## config.mk

```make
export PLATFORM = sky130hd
export DESIGN_NAME = xy_move_sequencer
export DESIGN_NICKNAME = d
export VERILOG_FILES = /design/src/rtl/stepper_pkg.sv /design/src/rtl/step_pulse_timer.sv /design/src/rtl/xy_move_sequencer.sv
export SDC_FILE = /design/constraint.sdc
export NUM_CORES = 1
export LEC_CHECK = 0
export BUFFER_PORTS_ARGS = -buffer_cell sky130_fd_sc_hd__buf_2
export CAP_MARGIN = 10
export CORE_AREA = 8 8 195 197
export DETAILED_ROUTE_END_ITERATION = 7
export DIE_AREA = 0 0 203 205
export RECOVER_POWER = 100
export SLEW_MARGIN = 20
export SYNTH_ARGS = -nofsm -noshare
export SYNTH_HDL_FRONTEND = slang
export SYNTH_SLANG_ARGS = --single-unit
```

## constraint.sdc

```tcl
create_clock -name clk -period 4.4 [get_ports clk]
set_input_delay 0 -clock clk [delete_from_list [all_inputs] [get_ports clk]]
set_output_delay 0 -clock clk [all_outputs]
set_load 0.02 [all_outputs]
```

## src/rtl/stepper_pkg.sv

```systemverilog
// Shared definitions for the two-axis stepper move sequencer: FSM encoding
// and default timing constants.
package stepper_pkg;

    typedef enum logic [2:0] {
        ST_IDLE  = 3'd0,
        ST_SETUP = 3'd1,
        ST_PULSE = 3'd2,
        ST_GAP   = 3'd3,
        ST_DONE  = 3'd4
    } seq_state_e;

    localparam int DEF_PULSE_WIDTH = 1000;
    localparam int DEF_DIR_SETUP   = 50;
    localparam int DEF_MIN_PERIOD  = 2 * DEF_PULSE_WIDTH;

    // Shortest legal step period: the gap must be at least as long as the pulse.
    function automatic int min_period(input int pulse_width);
        return 2 * pulse_width;
    endfunction

endpackage

```

## src/rtl/step_pulse_timer.sv

```systemverilog
// Down-counter shared by the SETUP, PULSE and GAP phases. Load N-1 to time an
// N-cycle phase; expire is high during the phase's last cycle.
module step_pulse_timer #(
    parameter int CNT_W = 32
) (
    input  logic             clk,
    input  logic             rst_n,
    input  logic             load,
    input  logic [CNT_W-1:0] load_val,
    output logic             expire
);

    logic [CNT_W-1:0] cnt_q;
    logic [CNT_W-1:0] cnt_d;

    // Next count: reload, count down, or rest at zero.
    always_comb begin
        cnt_d = cnt_q;
        if (load) begin
            cnt_d = load_val;
        end else if (cnt_q != '0) begin
            cnt_d = cnt_q - CNT_W'(1);
        end else begin
            cnt_d = cnt_q;
        end
    end

    // Count register.
    always_ff @(posedge clk) begin
        if (!rst_n) begin
            cnt_q <= '0;
        end else begin
            cnt_q <= cnt_d;
        end
    end

    assign expire = (cnt_q == '0);

endmodule

```

## src/rtl/xy_move_sequencer.sv

```systemverilog
// Two-axis move sequencer: accepts relative moves, runs Bresenham interpolation
// and drives STEP/DIR pins with fixed-width pulses while tracking position.
module xy_move_sequencer
    import stepper_pkg::*;
#(
    parameter int PULSE_WIDTH = DEF_PULSE_WIDTH,
    parameter int DIR_SETUP   = DEF_DIR_SETUP,
    parameter int DELTA_W     = 16,
    parameter int CNT_W       = 32
) (
    input  logic               clk,
    input  logic               rst_n,
    input  logic               cmd_valid,
    output logic               cmd_ready,
    input  logic [DELTA_W-1:0] cmd_dx,
    input  logic [DELTA_W-1:0] cmd_dy,
    input  logic [CNT_W-1:0]   cmd_period,
    input  logic               abort,
    output logic               step_x,
    output logic               step_y,
    output logic               dir_x,
    output logic               dir_y,
    output logic               busy,
    output logic               done,
    output logic               aborted,
    output logic [CNT_W-1:0]   pos_x,
    output logic [CNT_W-1:0]   pos_y
);

    localparam int               ERR_W      = DELTA_W + 2;
    localparam logic [CNT_W-1:0] MIN_PER    = CNT_W'(min_period(PULSE_WIDTH));
    localparam logic [CNT_W-1:0] SETUP_LOAD = CNT_W'(DIR_SETUP - 1);
    localparam logic [CNT_W-1:0] PULSE_LOAD = CNT_W'(PULSE_WIDTH - 1);
    localparam logic [CNT_W-1:0] GAP_SUB    = CNT_W'(PULSE_WIDTH + 1);
    localparam logic [CNT_W-1:0] POS_INC    = CNT_W'(1);
    localparam logic [CNT_W-1:0] POS_DEC    = {CNT_W{1'b1}};

    seq_state_e         state_q, state_d;
    logic [DELTA_W-1:0] major_q, major_d, minor_q, minor_d;
    logic [DELTA_W-1:0] steps_left_q, steps_left_d;
    logic [ERR_W-1:0]   err_q, err_d;
    logic [CNT_W-1:0]   per_q, per_d;
    logic               x_major_q, x_major_d;
    logic               abort_pend_q, abort_pend_d;
    logic               cmd_ready_q, cmd_ready_d;
    logic               step_x_q, step_x_d, step_y_q, step_y_d;
    logic               dir_x_q, dir_x_d, dir_y_q, dir_y_d;
    logic               busy_q, busy_d, done_q, done_d, aborted_q, aborted_d;
    logic [CNT_W-1:0]   pos_x_q, pos_x_d, pos_y_q, pos_y_d;

    logic               accept_s;
    logic [DELTA_W-1:0] ax_s, ay_s, major_s, minor_s;
    logic               x_major_s;
    logic [ERR_W-1:0]   err_sub_s, err_next_s;
    logic               minor_step_s, x_step_s, y_step_s;
    logic               go_pulse_s, t_load_s, t_expire_s;
    logic [CNT_W-1:0]   t_val_s;

    // |-2^(DELTA_W-1)| still fits because ax/ay are treated as unsigned.
    assign accept_s  = cmd_valid & cmd_ready_q;
    assign ax_s      = cmd_dx[DELTA_W-1] ? (DELTA_W'(0) - cmd_dx) : cmd_dx;
    assign ay_s      = cmd_dy[DELTA_W-1] ? (DELTA_W'(0) - cmd_dy) : cmd_dy;
    assign x_major_s = (ax_s >= ay_s);
    assign major_s   = x_major_s ? ax_s : ay_s;
    assign minor_s   = x_major_s ? ay_s : ax_s;

    assign err_sub_s    = err_q - {2'b00, minor_q};
    assign minor_step_s = err_sub_s[ERR_W-1];
    assign err_next_s   = minor_step_s ? (err_sub_s + {2'b00, major_q}) : err_sub_s;
    assign x_step_s     = x_major_q | minor_step_s;
    assign y_step_s     = ~x_major_q | minor_step_s;

    step_pulse_timer #(
        .CNT_W (CNT_W)
    ) u_timer (
        .clk      (clk),
        .rst_n    (rst_n),
        .load     (t_load_s),
        .load_val (t_val_s),
        .expire   (t_expire_s)
    );

    // Sequencer FSM, Bresenham step and next values of all registered outputs.
    always_comb begin
        state_d      = state_q;
        major_d      = major_q;
        minor_d      = minor_q;
        steps_left_d = steps_left_q;
        err_d        = err_q;
        per_d        = per_q;
        x_major_d    = x_major_q;
        abort_pend_d = 1'b0;
        step_x_d     = 1'b0;
        step_y_d     = 1'b0;
        dir_x_d      = dir_x_q;
        dir_y_d      = dir_y_q;
        pos_x_d      = pos_x_q;
        pos_y_d      = pos_y_q;
        aborted_d    = 1'b0;
        go_pulse_s   = 1'b0;
        t_load_s     = 1'b0;
        t_val_s      = '0;

        case (state_q)
            ST_IDLE: begin
                if (accept_s) begin
                    dir_x_d      = ~cmd_dx[DELTA_W-1];
                    dir_y_d      = ~cmd_dy[DELTA_W-1];
                    per_d        = (cmd_period < MIN_PER) ? MIN_PER : cmd_period;
                    major_d      = major_s;
                    minor_d      = minor_s;
                    x_major_d    = x_major_s;
                    err_d        = {2'b00, major_s >> 1};
                    steps_left_d = major_s;
                    if (major_s == '0) begin
                        state_d = ST_DONE;
                    end else begin
                        state_d  = ST_SETUP;
                        t_load_s = 1'b1;
                        t_val_s  = SETUP_LOAD;
                    end
                end else begin
                    state_d = ST_IDLE;
                end
            end
            ST_SETUP: begin
                if (abort) begin
                    state_d   = ST_DONE;
                    aborted_d = 1'b1;
                end else if (t_expire_s) begin
                    go_pulse_s = 1'b1;
                end else begin
                    state_d = ST_SETUP;
                end
            end
            ST_PULSE: begin
                // An abort during a pulse waits for the pulse to finish.
                abort_pend_d = abort_pend_q | abort;
                if (t_expire_s) begin
                    if (abort_pend_q | abort) begin
                        state_d   = ST_DONE;
                        aborted_d = 1'b1;
                    end else begin
                        state_d  = ST_GAP;
                        t_load_s = 1'b1;
                        t_val_s  = per_q - GAP_SUB;
                    end
                end else begin
                    step_x_d = step_x_q;
                    step_y_d = step_y_q;
                end
            end
            ST_GAP: begin
                if (t_expire_s && (steps_left_q == '0)) begin
                    state_d = ST_DONE;
                end else if (abort) begin
                    state_d   = ST_DONE;
                    aborted_d = 1'b1;
                end else if (t_expire_s) begin
                    go_pulse_s = 1'b1;
                end else begin
                    state_d = ST_GAP;
                end
            end
            ST_DONE: begin
                state_d = ST_IDLE;
            end
            default: begin
                state_d = ST_IDLE;
            end
        endcase

        if (go_pulse_s) begin
            state_d      = ST_PULSE;
            t_load_s     = 1'b1;
            t_val_s      = PULSE_LOAD;
            err_d        = err_next_s;
            steps_left_d = steps_left_q - DELTA_W'(1);
            step_x_d     = x_step_s;
            step_y_d     = y_step_s;
            if (x_step_s) begin
                pos_x_d = pos_x_q + (dir_x_q ? POS_INC : POS_DEC);
            end else begin
                pos_x_d = pos_x_q;
            end
            if (y_step_s) begin
                pos_y_d = pos_y_q + (dir_y_q ? POS_INC : POS_DEC);
            end else begin
                pos_y_d = pos_y_q;
            end
        end else begin
            steps_left_d = steps_left_d;
        end

        cmd_ready_d = (state_d == ST_IDLE);
        busy_d      = (state_d != ST_IDLE);
        done_d      = (state_d == ST_DONE);
    end

    // State and output registers; reset clears everything including position.
    always_ff @(posedge clk) begin
        if (!rst_n) begin
            state_q      <= ST_IDLE;
            major_q      <= '0;
            minor_q      <= '0;
            steps_left_q <= '0;
            err_q        <= '0;
            per_q        <= '0;
            x_major_q    <= 1'b0;
            abort_pend_q <= 1'b0;
            cmd_ready_q  <= 1'b0;
            step_x_q     <= 1'b0;
            step_y_q     <= 1'b0;
            dir_x_q      <= 1'b0;
            dir_y_q      <= 1'b0;
            busy_q       <= 1'b0;
            done_q       <= 1'b0;
            aborted_q    <= 1'b0;
            pos_x_q      <= '0;
            pos_y_q      <= '0;
        end else begin
            state_q      <= state_d;
            major_q      <= major_d;
            minor_q      <= minor_d;
            steps_left_q <= steps_left_d;
            err_q        <= err_d;
            per_q        <= per_d;
            x_major_q    <= x_major_d;
            abort_pend_q <= abort_pend_d;
            cmd_ready_q  <= cmd_ready_d;
            step_x_q     <= step_x_d;
            step_y_q     <= step_y_d;
            dir_x_q      <= dir_x_d;
            dir_y_q      <= dir_y_d;
            busy_q       <= busy_d;
            done_q       <= done_d;
            aborted_q    <= aborted_d;
            pos_x_q      <= pos_x_d;
            pos_y_q      <= pos_y_d;
        end
    end

    assign cmd_ready = cmd_ready_q;
    assign step_x    = step_x_q;
    assign step_y    = step_y_q;
    assign dir_x     = dir_x_q;
    assign dir_y     = dir_y_q;
    assign busy      = busy_q;
    assign done      = done_q;
    assign aborted   = aborted_q;
    assign pos_x     = pos_x_q;
    assign pos_y     = pos_y_q;

endmodule

```

Yosys cells after proc, flatten, opt, wreduce, memory -nomap -nowiden. Index checks and enable logic that the tools add are counted.

Add/sub/neg operators: 9. Magnitude comparators: 2. Eq/ne operators: 5. Multiplexer cells: 52. Bitwise operators: 7. Reductions and logical operators: 16.

Operator list (number): $mux W32 (8); $mux W16 (7); $mux W18 (4); $add A32 B32 Y32 (2); $pmux W32 S2 (1); $logic_not A16 Y1 (2); $logic_not A32 Y1 (1); $lt A32 B11 Y1 const B (1); $reduce_bool A32 Y1 (1); $sub A1 B16 Y16 const A (2); $sub A32 B1 Y32 const B (1); $sub A32 B10 Y32 const B (1); $mux W3 (10); $add A18 B16 Y18 (1); $sub A18 B16 Y18 (1); $ge A16 B16 Y1 (1); $mux W1 (16); $sub A16 B1 Y16 const B (1); $mux W6 (2); $pmux W3 S4 (1); $reduce_and A2 Y1 (5); $eq A3 B2 Y1 const B (2); $logic_not A3 Y1 (2); $reduce_bool A2 Y1 (3); 10 further kinds (15).

Register bits after elaboration: 207. Output and inout port bits: 72. Word-level logic and storage cells: 110.

Logic depth before layout (Yosys ltp).
Depth in word-level cells: 10. Mapped depth: 21. Gate-level depth less buffers: 21.

Hierarchy. Synthesis repeated with hierarchy kept, for this count alone.

Cell total of the unflattened synthesis: 1981. Area, all modules: 15228.4 um2.

By module, submodules not included: xy_move_sequencer (times used 1, cells an instance 1766, area an instance 13420.4 um2, seq. area each 3503.4 um2); step_pulse_timer (times used 1, cells an instance 215, area an instance 1808.0 um2, seq. area each 640.6 um2).

Least setup slack after synthesis. OpenSTA, ideal clock, no wires.

Kind: flip-flop to flip-flop. Start: register err_q[0]. End: register err_q[16]. Setup time: 0.062 ns. Arrival time: 3.641 ns. Required time: 4.338 ns. Slack: 0.697 ns. Cell stages (with the launch flop): 21. Period minus slack after synthesis: 3.703 ns. Cells stage by stage: dfxtp_1 -> inv_1 -> ha_1 -> inv_1 -> fa_1 -> a21o_1 -> a21o_1 -> a21oi_1 -> o21ai_0 -> a21oi_1 -> o21bai_1 -> a21oi_1 -> xnor2_1 -> ha_1 -> or2_2 -> a21oi_1 -> o31a_1 -> nand3b_1 -> a21oi_1 -> or3_1 -> nand3_1.

Longest elaborated chain between the ends: 4.

Ends and longest elaborated chain: start: declaration (RTL line xy_move_sequencer.sv:41) `logic [ERR_W-1:0] err_q, err_d;`; start signal: assignment (RTL line xy_move_sequencer.sv:226) `err_q <= err_d;`; $sub A18 B16 Y18 * (RTL line xy_move_sequencer.sv:67) `assign err_sub_s = err_q - {2'b00, minor_q};`; $add A18 B16 Y18 (RTL line xy_move_sequencer.sv:69) `assign err_next_s = minor_step_s ? (err_sub_s + {2'b00, major_q}) : err_sub_s;`; $mux W18 * (RTL line xy_move_sequencer.sv:69); $mux W18 * (RTL line xy_move_sequencer.sv:173) `if (go_pulse_s) begin`.

Mark *: on every way between the ends. The rest lies on a longest branch, timed or not. A chain may end at the register's enable or synchronous reset.

Worst setup path after layout.
Start: register err_q[0]. End: register err_q[14].

The elaborated chain is that of the path after synthesis.

==> reports/results.txt <==
Drt first-iter violations = 799
Clk root buf = clkbuf_16
Tot Pwr = 7.99 mW
P per Cell Area = 462 nW/um^2
Port bufs = 139
Worst-path cell chain = inv_1, ha_1, inv_1, fa_1, a21o_1, a21o_1, a21oi_2, o21ai_0, a21oi_1, xnor2_1, ha_1, and2_1, o21ai_0, o31ai_2, nor4_2, o31a_1, xor2_1, nor2_1, a211oi_1, a211oi_1
Outcome = finished with violations
Area grow syn2layout = 16.4%
DP Cell Count = 2487
Crit start category = flop
Die area = 41600 sq um
Final period util = 94.0%
Violated checks = capacitance limit, slew limit
TritonCTS sink count = 207
Arrival time at the worst endpoint = 4.50 ns
Async set or reset register ratio after synthesis = 0%
CTS H-tree depth = 1
Post-Syn Nets = 2122
Via/cell ratio = 5.64
Total wire length = 43200 um
Yosys top cell by area = dfxtp_1
Measured slew at the worst slew-check pin = 2.09 ns
Minimum clock period after layout = 4.13 ns
Initial antenna violation count = 0
Yosys reg bits = 207
WP data required = 4.76 ns
Most frequent cells in the layout = 301 x nand2_1, 214 x a21oi_1, 207 x dfxtp_1
Area share of the largest cell type after synthesis = 27.9%
Crit Path Class = reg2reg
Most common cell after layout, fill and taps aside = nand2_1
I/O pins = 140
GRT overflow = 0
Worst-path clk slew = 0.06 ns
Setup Skew = 0.0356 ns
Rel. slew slack = -40.0%
Dominant register cell in the synthesized netlist = dfxtp_1
Crit end category = flop
Share of layout cells above drive strength 1 = 9.34%
Final instance count without filler cells = 2582
Ant diodes = 0
GP Congestion = 0.882
Starting Density = 42.5%
Final Hold Viols = 0
Max-cap violation count = 1
Gr usage total = 19.9%
Setup Viol. Count Final = 0
DR DRC count = 0
CTS tree = done
CP max stage delay = 0.40 ns
Largest net degree at the start of global routing = 95
Peak VDD IR = 0.344 mV
Number of cell rows = 69
Post-synth cell types = 82
Avg Inst Size Synth = 7.67 sq um
HPWL after DPL = 31200 um
Final ANT Viol Nets = 0
Leak Pwr = 6.95 nW
Via count = 14600
Vias in the first global route = 14000
First-pass GRT wire length = 70400 um
CORE AREA = 35000 sq um
Nets = 2287
Die Y = 205 um
Crit-path max FO = 5
Fmax = 0.242 GHz
Max Root-Sink Buffers = 3
TNS Setup = 0 ns
Hold WC Path Type = in2reg
CTS Buf Count = 26
Routed len/inst = 16.7 um
Seq/Total Area, Yosys = 27.9%
Slowest stage cell, crit path = fa_1
Top cells by area, synth = dfxtp_1 28%, ha_1 9.5%, nand2_1 7.6%
Post-synth EDFFs = 0
Router iterations before antenna repair = 5
Synth Cell Area = 14900 sq um
Slew Limit Fails = 33
Clock Latency Late Sink = 0.56 ns
Die width = 203 um
Post-Syn Instances = 1937
Ys Warns = 0
[through the flow]
stage / util [%] / setup slack (ns) / hold WS [ns] / cell area [sq um]
2_1_floorplan: - / 0.697 / 0.136 / 14900
3_3_place_gp: 46.2 / 0.381 / 0.235 / 16100
3_5_place_dp: 46.2 / 0.330 / 0.245 / 16100
4_1_cts: 49.7 / 0.260 / 0.00106 / 17400
5_1_grt: 49.5 / -0.0231 / 0.0394 / 17300
6_report: 49.5 / 0.265 / 0.0245 / 17300
[power by group]
| group | switching [mW] | internal (mW) | total (mW) |
|---|---|---|---|
| Clock | 0.855 | 1.23 | 2.08 |
| Combinational | 2.09 | 1.51 | 3.61 |
| Sequential | 0.200 | 2.11 | 2.31 |
[layout make-up]
type / instances / area [sq um]
sequential: 207 / 4140
timing repair buffer: 230 / 1370
clock inverter: 10 / 88.8
multi-input combinational: 1571 / 10100
inverter: 66 / 254
tap: 461 / 577
clock buffer: 37 / 742
fill: 3504 / 17700
[critical path: cells and delay by family, from the launching register on]
kind | cells | cell delay [ns]
flip-flops | 1 | 0.29
XOR/XNOR | 2 | 0.36
AO/OA/AOI/OAI | 10 | 1.84
adder cells (fa/ha/maj) | 3 | 0.88
buffers and inverters | 2 | 0.11
AND/OR/NAND/NOR | 3 | 0.46
[routing by layer]
metal  up-vias  global-route usage [%]  part of all wire [%]
met1      6821                    26.7                    48
li1       7349                       -                     -
met4         0                    5.31                   2.1
met2       332                    33.1                    45
met3        66                    2.70                   4.9
met5         -                       0                     0
[registers in the layout, indices dropped and copies added (netlist names)]
register and count:
pos_y 32, u_timer.cnt_q 32, step_x 1, abort_pend_q 1, minor_q 16, aborted 1
per_q 32, busy 1, steps_left_q 16, dir_x 1, state_q 3, err_q 18
dir_y 1, step_y 1, done 1, cmd_ready 1, major_q 16, x_major_q 1
pos_x 32
[final timing paths]
kind	start	endpoint	slack (ns)	cells past startpoint
setup / recovery	err_q[0]	err_q[14]	0.27	20
hold / removal	cmd_dy[14]	minor_q[15]	0.02	4
setup reg to reg	err_q[0]	err_q[14]	0.27	20
hold reg to reg	minor_q[4]	minor_q[4]	0.45	2
[timing repair]
| item | in CTS | in global routing |
|---|---|---|
| buffers inserted | 0 | 8 |
| endpoints found under the hold margin | 43 | 0 |
| hold buffers | 40 | 0 |
| endpoints found under the setup margin | 0 | 5 |
| gates resized for setup | 0 | 5 |
[logic make-up after synthesis]
family	Yosys count	share of synthesized area, %
adders and majority gates	117	10.1
and+or+nand+nor	711	22.6
buffers and inverters	159	4.22
DFF	207	27.9
AOI/OAI and AO/OA	574	25.2
muxes	19	1.30
xor gates and xnor gates	150	8.84
[synth_stat cells (9+ instances only)]
master,instances
nand2_1,301
a21oi_1,216
dfxtp_1,207
nor2_1,125
ha_1,113
xnor2_1,85
o21ai_0,83
clkbuf_1,71
nor3_1,69
inv_1,65
xor2_1,65
a211oi_1,41
a21o_1,36
nand3_1,34
nand4_1,29
nand2b_1,28
o211ai_1,28
o21a_1,26
nor4_1,23
or3_1,18
mux2i_1,16
o31ai_1,16
and2_1,15
and3_1,14
a31oi_1,13
or4_1,13
buf_2,12
o21bai_1,12
o221a_2,10
nand3b_1,9
Note: power is estimated with default switching activity, not from simulation.
